`config.mk`:
```
export PLATFORM = sky130hd
export DESIGN_NAME = arb_tenure_ctrl
export DESIGN_NICKNAME = d
export VERILOG_FILES = /design/src/rtl/arb_pkg.sv /design/src/rtl/arb_sat_counter.sv /design/src/rtl/arb_tenure_ctrl.sv
export SDC_FILE = /design/constraint.sdc
export NUM_CORES = 1
export LEC_CHECK = 0
export ABC_AREA = 1
export CAP_MARGIN = 30
export CORE_MARGIN = 4
export CORE_UTILIZATION = 41
export DETAILED_ROUTE_END_ITERATION = 7
export PLACE_DENSITY = 0.82
export SETUP_SLACK_MARGIN = 0.3
export SYNTH_ARGS = -nofsm -noshare
export SYNTH_HDL_FRONTEND = slang
export SYNTH_HIERARCHICAL = 1
export SYNTH_SLANG_ARGS = --single-unit
```
`constraint.sdc`:
```
create_clock -name clk_i -period 2.05 [get_ports clk_i]
set_input_delay 0.5125 -clock clk_i [delete_from_list [all_inputs] [get_ports clk_i]]
set_output_delay 0.5125 -clock clk_i [all_outputs]
set_load 0.03 [all_outputs]
```
`src/rtl/arb_pkg.sv`:
```
// Shared types and helpers for the arbiter tenure controller.
// Optional feature macro used by the top: GRANT_STATS_EN.
package arb_pkg;

  localparam int DEF_NREQ  = 3;
  localparam int DEF_LEN_W = 4;
  localparam int OWNER_W   = $clog2(DEF_NREQ);

  typedef enum logic [1:0] {
    IDLE    = 2'd0,
    TENURE  = 2'd1,
    RELEASE = 2'd2
  } tenure_state_e;

  typedef struct packed {
    logic               onehot;
    logic [OWNER_W-1:0] idx;
  } oh_res_t;

  // Index of the set bit plus a flag that exactly one bit is set.
  // idx is only meaningful when onehot is 1.
  function automatic oh_res_t onehot_idx(input logic [DEF_NREQ-1:0] v);
    oh_res_t     r;
    int unsigned n;
    r = '0;
    n = 0;
    for (int i = 0; i < DEF_NREQ; i++) begin
      if (v[i]) begin
        n++;
        r.idx = OWNER_W'(i);
      end
    end
    r.onehot = (n == 1);
    return r;
  endfunction

endpackage

```
`src/rtl/arb_sat_counter.sv`:
```
// CNT_W-bit counter that increments on inc_i and holds at all-ones.
module arb_sat_counter #(
  parameter int CNT_W = 8
) (
  input  logic             clk_i,
  input  logic             rst_n_i,
  input  logic             inc_i,
  output logic [CNT_W-1:0] cnt_o
);

  logic [CNT_W-1:0] cnt_q, cnt_d;

  // Next count: step up unless already saturated.
  always_comb begin
    cnt_d = cnt_q;
    if (inc_i && (cnt_q != {CNT_W{1'b1}})) cnt_d = cnt_q + 1'b1;
  end

  // Count register with synchronous reset.
  always_ff @(posedge clk_i) begin
    if (!rst_n_i) cnt_q <= '0;
    else          cnt_q <= cnt_d;
  end

  assign cnt_o = cnt_q;

endmodule

```
`src/rtl/arb_tenure_ctrl.sv`:
```
// Turns arbiter grants into bounded bus tenures: latches the owner, counts
// beats, pulses done/abort and waits for grant release before re-arming.
// Optional per-requester completion counters: define GRANT_STATS_EN.
module arb_tenure_ctrl
  import arb_pkg::*;
#(
  parameter int NREQ  = DEF_NREQ,
  parameter int LEN_W = DEF_LEN_W,
  parameter int CNT_W = 8
) (
  input  logic                    clk_i,
  input  logic                    rst_n_i,
  input  logic [NREQ-1:0]         grant_i,
  input  logic [LEN_W-1:0]        len_i,
  input  logic                    beat_valid_i,
  output logic                    beat_ready_o,
  output logic [$clog2(NREQ)-1:0] owner_o,
  output logic                    owner_vld_o,
  output logic [NREQ-1:0]         done_o,
  output logic                    abort_o,
  output logic                    err_multi_o,
  output logic [NREQ*CNT_W-1:0]   grant_cnt_o
);

  localparam int OW = $clog2(NREQ);

  tenure_state_e    state_q, state_d;
  logic [OW-1:0]    owner_q, owner_d;
  logic [LEN_W-1:0] beats_q, beats_d;
  logic [NREQ-1:0]  done_q, done_d;
  logic             abort_q, abort_d;
  logic             err_q, err_d;

  oh_res_t oh;
  logic    multi;

  assign oh    = onehot_idx(grant_i);
  assign multi = (|grant_i) && !oh.onehot;

  // Next-state and pulse generation; the owner's grant is checked before
  // the beat, so a drop on the last beat aborts rather than completes.
  always_comb begin
    state_d = state_q;
    owner_d = owner_q;
    beats_d = beats_q;
    done_d  = '0;
    abort_d = 1'b0;
    err_d   = err_q;
    unique case (state_q)
      IDLE: begin
        if (oh.onehot) begin
          owner_d = oh.idx;
          beats_d = len_i;
          state_d = TENURE;
        end else if (multi) begin
          err_d = 1'b1;
        end
      end
      TENURE: begin
        if (!grant_i[owner_q]) begin
          abort_d = 1'b1;
          state_d = IDLE;
        end else if (beat_valid_i) begin
          if (beats_q == '0) begin
            done_d  = NREQ'(1) << owner_q;
            state_d = RELEASE;
          end else begin
            beats_d = beats_q - 1'b1;
          end
        end
      end
      RELEASE: begin
        if (!grant_i[owner_q]) state_d = IDLE;
      end
      default: state_d = IDLE;
    endcase
  end

  // State and output registers, synchronous active-low reset.
  always_ff @(posedge clk_i) begin
    if (!rst_n_i) begin
      state_q <= IDLE;
      owner_q <= '0;
      beats_q <= '0;
      done_q  <= '0;
      abort_q <= 1'b0;
      err_q   <= 1'b0;
    end else begin
      state_q <= state_d;
      owner_q <= owner_d;
      beats_q <= beats_d;
      done_q  <= done_d;
      abort_q <= abort_d;
      err_q   <= err_d;
    end
  end

  assign beat_ready_o = (state_q == TENURE);
  assign owner_vld_o  = (state_q == TENURE);
  assign owner_o      = owner_q;
  assign done_o       = done_q;
  assign abort_o      = abort_q;
  assign err_multi_o  = err_q;

`ifdef GRANT_STATS_EN
  // One saturating completion counter per requester, bumped by its done.
  for (genvar i = 0; i < NREQ; i++) begin : g_stats
    arb_sat_counter #(.CNT_W(CNT_W)) u_cnt (
      .clk_i   (clk_i),
      .rst_n_i (rst_n_i),
      .inc_i   (done_q[i]),
      .cnt_o   (grant_cnt_o[i*CNT_W +: CNT_W])
    );
  end
`else
  assign grant_cnt_o = '0;
`endif

endmodule
```
After elaboration in Yosys (flattened, before gate mapping)
Index checks and enable logic that the tools add are counted.
{"block": "word_totals", "ff_bits": 13, "input_bits": 10, "output_inout_bits": 33, "elab_cells": 53}
{"block": "op_classes", "add_sub_neg": 3, "n_lt_le_gt_ge": 1, "n_eq_ne": 10, "shift": 1, "n_mux": 19, "n_bitwise": 1, "n_reduce_logical": 12}
{"cell": "$add A32 B1 Y32 const B", "count": 2}
{"cell": "$mux W32", "count": 2}
{"cell": "$eq A32 B1 Y1 const B", "count": 1}
{"cell": "$mux W4", "count": 4}
{"cell": "$mux W2", "count": 6}
{"cell": "$reduce_and A5 Y1", "count": 2}
{"cell": "$ne A2 B2 Y1 const B", "count": 4}
{"cell": "$pmux W4 S2", "count": 1}
{"cell": "$pmux W2 S3", "count": 1}
{"cell": "$logic_not A4 Y1", "count": 1}
{"cell": "$mux W1", "count": 4}
{"cell": "$reduce_and A2 Y1", "count": 2}
{"cell": "$reduce_and A4 Y1", "count": 1}
{"cell": "$sub A4 B1 Y4 const B", "count": 1}
{"cell": "$lt A2 B3 Y1 const B", "count": 1}
{"cell": "$ne A3 B2 Y1 const B", "count": 1}
{"cell": "$ne A3 B3 Y1 const B", "count": 1}
{"cell": "$reduce_and A3 Y1", "count": 1}
{"cell": "$reduce_or A3 Y1", "count": 1}
{"cell": "$shl A1 B2 Y3 const A", "count": 1}
{"cell": "$bmux W1 S2", "count": 1}
{"cell": "$eq A2 B1 Y1 const B", "count": 1}
{"cell": "$eq A2 B2 Y1 const B", "count": 1}
{"cell": "$logic_not A2 Y1", "count": 1}
{"cell": "5 further kinds", "count": 5}

Longest topological paths before layout
Gate-level depths: netlist of run 1.
{"block": "logic_depth", "depth_word": 9, "ltp_mapped": 11, "ltp_nobuf": 11}

Least setup slack after synthesis of run 1
No wires, ideal clock.
{"block": "synth_timing", "kind": "input-to-reg", "from": "input grant_i[0]", "to": "register beats_q[3]", "setup_ns": 0.113, "arrival_ns": 1.593, "t_required_ns": 1.937, "path_slack_ns": 0.344, "cell_stages": 8, "path_buffers": 0, "path_cell_list": "fa_1 -> inv_1 -> a21oi_4 -> nand3_4 -> nand2_4 -> nand2_4 -> nor2_1 -> nor2_1"}
{"block": "synth_between", "elab_chain_len": 8, "word_cells_on_any_way": 11, "cone_classes": "add/sub (2); eq/ne (3); mux (5); reduce/logical (1)"}
{"element": "start: declaration", "line_no": "arb_tenure_ctrl.sv:13", "text": "input logic [NREQ-1:0] grant_i,"}
{"element": "$mux W1", "line_no": "arb_pkg.sv:28", "text": "if (v[i]) begin"}
{"element": "$add A32 B1 Y32", "line_no": "arb_pkg.sv:29", "text": "n++;"}
{"element": "$mux W32", "line_no": "arb_pkg.sv:28"}
{"element": "$add A32 B1 Y32", "line_no": "arb_pkg.sv:29"}
{"element": "$mux W32", "line_no": "arb_pkg.sv:28"}
{"element": "$eq A32 B1 Y1", "line_no": "arb_pkg.sv:33", "text": "r.onehot = (n == 1);"}
{"element": "$ne A2 B2 Y1 (no line)"}
{"element": "$reduce_and A5 Y1 (no line) (*)"}
{"element": "end signal: assignment", "line_no": "arb_tenure_ctrl.sv:91", "text": "beats_q <= beats_d;"}
{"element": "end: declaration", "line_no": "arb_tenure_ctrl.sv:29", "text": "logic [LEN_W-1:0] beats_q, beats_d;"}
Every way passes the cells marked *; elsewhere a longest branch is shown, timed or not. The select of a mux whose other input is x is not followed.
A chain may end at the register's enable or synchronous reset.

Final worst setup path of run 1
{"block": "layout_timing", "from": "input grant_i[1]", "to": "register beats_q[2]"}
{"block": "layout_between", "elab_chain_len": 6, "word_cells_on_any_way": 9, "cone_classes": "add/sub (1); eq/ne (3); mux (4); reduce/logical (1)"}
{"element": "$mux W32", "line_no": "arb_pkg.sv:28"}
{"element": "$add A32 B1 Y32", "line_no": "arb_pkg.sv:29"}
{"element": "$mux W32", "line_no": "arb_pkg.sv:28"}
{"element": "$eq A32 B1 Y1", "line_no": "arb_pkg.sv:33"}
{"element": "$ne A2 B2 Y1 (no line)"}
{"element": "$reduce_and A5 Y1 (no line) (*)"}
Marked as above.

==> flow_summary.toml, run 1 <==
[worst_setup_path]
r2r.worst_path.cells = 9
crit_required_ps = 2260
start_kind = "input port"
crit_path_max_fanout = 6
crit_path_end_kind = "flop"
criticalPathCategory = "in -> reg"
cp_data_arrival_time_ps = 1870

[synth]
netlist_area_sq_um = 956
ys_warn_count = 6
synth_top_family_by_area = "simple AND/OR/NAND/NOR gates"
synth_seq_cells = 13
synth.distinct_cells = 22
avgSynthCellArea_sq_um = 7.35
synthAdderAreaFrac = 0.0733
muxShareOfSynthArea = 0
synth_xor_area_frac = 0
synthCells = 130
synthSimpleGateAreaFrac = 0.297
ys_seq_area_frac = 0.272
synth-compound-area-share = 0.0825

[clock_network]
clk_pin_slew_worst_paths_ps = 80
clkLatencyLatePin_ps = 270
cts-root-buf = "clkbuf_4"
cts.sinks = 13
cts_tree = "yes"
ctsHoldBuffers = 0
cts_buffer_depth = 2
htreeDepth = 1
cts_buffers = 3

[hold_path]
hold_path_depth = 1
holdCritPathClass = "reg -> reg"

[timing]
fin_crit_sh = 0.809
rsz0062_at_grt = "false"
holdWs_ps = 461
skew_ps = 6.05
slew_violations = 0
period_needed_ps = 1660
fmax_mhz = 603
setup_violations = 0
final-hold-violation-count = 0

[final_layout]
area_growth_pct = 15.1
final_common_cell = "conb_1"
final_cell_mix = "conb_1, nand2_1, nor2_1"
fill_cells = 235
multiInputGateArea_sq_um = 523
ff_latch_area_sq_um = 260
layout-drive-gt1-share = 0.168
nets = 171
num_antenna_cells = 0
final_area_sq_um = 1100

[placement]
place_area_sq_um = 1100
globalplace.congestion = 0.804
portBuffers = 18
place_hpwl_mm = 1.55

[power]
power_leakage_nw = 0.579
pwr_density_cell_nw_per_um2 = 700
ir_drop_mv = 0.313

[global_route]
first_global_vias = 731
grt_max_degree = 11
antenna_found_initial = 0
overflow = 0
grt_pass1_wl_mm = 2.96
grtUsageTotal = 0.116

[drt]
drtIter0Drc = 11
drc = 0
postRouteAntennaNets = 0
via_per_inst = 4.39
first_pass_iters = 4
route.vias.total = 804
wirelength_mm = 1.81
wire_per_inst_um = 9.89

[floorplanning]
die_area_sq_um = 3170
core_area_sq_um = 2210
ioPinCount = 43
chipHeight_um = 56.3
die_w_um = 56.3
num_rows = 17
start_util = 0.432

[run_status]
outcome = "complete, no violations"

[run]
max_cap_viol_count = 0
-- repair_timing --
action | CTS | global route
pin swaps | 2 | 4
gates cloned | 0 | 0
resized for setup | 21 | 6
setup endpoints to repair | 16 | 5
setup buffers | 0 | 1
-- critical path, cell delays in order --
cell and delay (ps):
buf_2 130, fa_1 550, inv_2 50, a21oi_4 130, nand3_4 120, nand2_4 110
nand2_4 60, nand2_1 60, nand2_1 50, nor2_1 110
-- power breakdown --
part,internal (mW),switching [mW]
logic,0.0971,0.227
registers,0.277,0.0154
clock network,0.0753,0.0780
total,0.449,0.320
-- metrics by stage --
step | utilization | power [mW] | instances | setup slack (ps) | TNS, ps
final | 0.497 | 0.770 | 183 | 392 | 0
after detailed placement | 0.497 | 0.630 | 178 | -241 | -1350
after global placement | 0.497 | 0.616 | 178 | -188 | -1030
after CTS | 0.503 | 0.777 | 182 | 218 | 0
after global routing | 0.497 | 0.825 | 183 | 309 | 0
after floorplan | - | 0.576 | 153 | 344 | 0
-- path summary, 6_finish.rpt --
check                                   to  slack, ps  startpoint
worst min-delay path             done_o[0]        460  owner_o[0]
worst min register to register   done_o[0]        460  owner_o[0]
worst max register to register  beats_q[1]        690  beats_q[0]
worst max-delay path            beats_q[2]        390  grant_i[1]
-- synth_stat cells (all sizes together) --
master | number | share of area
ha | 4 | 0.052
dfxtp | 13 | 0.27
a211oi | 1 | 0.0079
nand4 | 2 | 0.013
buf | 25 | 0.20
fa | 1 | 0.021
o21ai | 5 | 0.026
a21oi | 7 | 0.048
nor2 | 19 | 0.094
conb | 1 | 0.0039
nand2 | 21 | 0.10
nand3 | 12 | 0.086
inv | 19 | 0.075
-- routing by layer --
| layer | GRT usage | vias to the layer above | wire length (um) | share of wire |
|---|---|---|---|---|
| met3 | 0.0322 | 4 | 140 | 0.077 |
| met2 | 0.215 | 29 | 976 | 0.54 |
| li1 | - | 405 | - | - |
| met5 | 0 | - | 0 | 0 |
| met1 | 0.115 | 366 | 669 | 0.37 |
| met4 | 0.0610 | 0 | 25 | 0.014 |
-- cell families after synthesis --
family / Yosys count
buffers and inverters: 44
AND/OR/NAND/NOR: 54
adder cells (fa/ha/maj): 5
other: 1
AO/OA/AOI/OAI: 13
flip-flops: 13
-- registers in the layout, indices dropped and copies added, names as in the netlist --
| signal | count |
|---|---|
| beats_q | 4 |
| done_o | 3 |
| owner_o | 2 |
| state_q | 2 |
| abort_o | 1 |
| err_multi_o | 1 |
-- area by class of cell --
type                       count  area share
inverter                      19      0.0648
clock buffer                   4      0.0239
tap                           28      0.0319
timing repair buffer          23       0.167
multi-input combinational     96       0.476
sequential                    13       0.237
(Power assumes the default switching activity.)
==> run 2, diff against run 1 <==
CORE_UTILIZATION = 37   (was 41)
PLACE_DENSITY = 0.78   (was 0.82)
clock period = 1.4 ns   (was 2.05 ns; I/O delays follow)
==> run 2 against run 1 <==
- the run now ends with negative setup slack left
- clock power increased by 61%
- non-clock buffer count increased by 7
- register-to-register slack got worse by 610 ps
- sequential share of layout area decreased by 1.7 points
- utilization increased by 1.0 points
- worst setup slack got worse by 410 ps
- largest cell class unchanged
- combinational power increased by 75%
- global-route usage increased by 1.0 points
- critical path depth unchanged
- routed wire length increased by 15%
- critical path type unchanged
- largest power group unchanged
- die area increased by 9.2%
==> flow_summary.toml, run 2 (same netlist as run 1, synthesis figures left out) <==
[run_status]
outcome = "complete, but fails checks"
violations = "negative setup slack"

[final_layout]
largest_reg_flops = 4
layout-drive-gt1-share = 0.377
final_cell_mix = "conb_1, nand2_1, inv_1, nor2_1"
top_register = "beats_q"
multiInputGateArea_sq_um = 559
final_common_cell = "conb_1"
area_growth_pct = 31.5
num_antenna_cells = 0
ff_latch_area_sq_um = 277
final_area_sq_um = 1260
finalNonFillerCells = 192
nets = 178
fill_cells = 234

[worst_setup_path]
path_cells = "buf_8 > fa_1 > inv_2 > a21oi_4 > nand3_4 > nand2_4 > nand2_4 > nand2_2 > nand2_1 > nor2_1"
crit_cells = 10
critPathMaxStageDelay_ps = 550
start_kind = "input port"
criticalPathCategory = "in -> reg"
cpLargestDelayFamily = "adder cells"
r2r.worst_path.cells = 8
crit_path_max_fanout = 6
crit_required_ps = 1630
crit_path_frequent_cell = "nand2_4"
cp_data_arrival_time_ps = 1650
critical_path_buf_inv_count = 2
slowest_stage = "fa_1"
crit_path_end_kind = "flop"

[placement]
place_hpwl_mm = 1.50
placedCellCount = 182
globalplace.congestion = 0.799
place_area_sq_um = 1130
portBuffers = 18
place_ws_ps = -765

[clock_network]
clk_pin_slew_worst_paths_ps = 90
cts.sinks = 13
ctsHoldBuffers = 0
cts_tree = "yes"
cts-root-buf = "clkbuf_4"
cts_buffer_depth = 2
cts_buffers = 3
htreeDepth = 1
clkLatencyLatePin_ps = 280

[global_route]
overflow = 0
first_global_vias = 801
grt_max_degree = 9
grt_pass1_wl_mm = 3.24
grtUsageTotal = 0.126
antenna_found_initial = 0

[drt]
via_per_inst = 4.40
wirelength_mm = 2.08
first_pass_iters = 4
drc = 0
drtIter0Drc = 29
wire_per_inst_um = 10.8
route.vias.total = 844
postRouteAntennaNets = 0

[timing]
setup_tns_ps = -33.1
period_needed_ps = 1420
slew_violations = 0
holdWs_ps = 445
final-hold-violation-count = 0
skew_ps = 4.55
fmax_mhz = 704
rsz0062_at_grt = "true"
setup_violations = 2
fin_crit_sh = 1.01
setup_ws_ps = -20.9

[floorplanning]
die_w_um = 58.8
die_area_sq_um = 3460
num_rows = 18
core_area_sq_um = 2480
chipHeight_um = 58.8
start_util = 0.386
ioPinCount = 43

[power]
ir_drop_mv = 0.494
power_leakage_nw = 0.614
pwr_density_cell_nw_per_um2 = 996

[run]
max_cap_viol_count = 0

[hold_path]
holdCritPathClass = "reg -> reg"
hold_path_depth = 1
-- run 2: cell count changes in the layout (fill, tap and decap cells not counted), moves of 4 or more --
cell | previous run | this run
nor2_1 | 17 | 13
dfxtp_1 | 13 | 2
buf_6 | 0 | 11
dfxtp_2 | 0 | 10
dlygate4sd2_1 | 7 | 0
nor2_2 | 1 | 5
buf_4 | 5 | 11
-- run 2: worst paths after layout --
path                            slack [ps]    endpoint        from
worst min register to register         440   done_o[0]  owner_o[0]
worst max register to register          80   done_o[0]  beats_q[1]
worst min-delay path                   440   done_o[0]  owner_o[0]
worst max-delay path                   -20  beats_q[3]  grant_i[1]
-- run 2: area by class of cell --
cell class / instances / area share
Multi-Input combinational cell: 96 / 0.445
Sequential cell: 13 / 0.220
Timing Repair Buffer: 30 / 0.228
Tap cell: 30 / 0.0299
Clock buffer: 4 / 0.0209
Inverter: 19 / 0.0567
-- run 2: per-stage QoR --
step	total power [mW]	util
global placement	0.927	0.456
detailed placement	0.946	0.456
global route	1.34	0.508
CTS	1.25	0.504
floorplan	0.869	-
finish	1.25	0.508
-- run 2: repair_timing --
action                                  CTS  global route
endpoints found under the setup margin   22            21
gates resized for setup                  74             4
pin swaps                                10             3
setup buffers                             6             0
-- run 2: report_power, final --
group          total [mW]  switching, mW  internal (mW)
Combinational       0.566          0.361          0.205
Sequential          0.439         0.0282          0.411
Clock               0.247          0.136          0.111
-- run 2: routing by layer --
metal / vias to the layer above / share of wire / global-route usage
met4: 0 / 0.019 / 0.0712
met2: 30 / 0.56 / 0.248
met3: 6 / 0.066 / 0.0197
li1: 419 / - / -
met1: 389 / 0.35 / 0.120
met5: - / 0 / 0
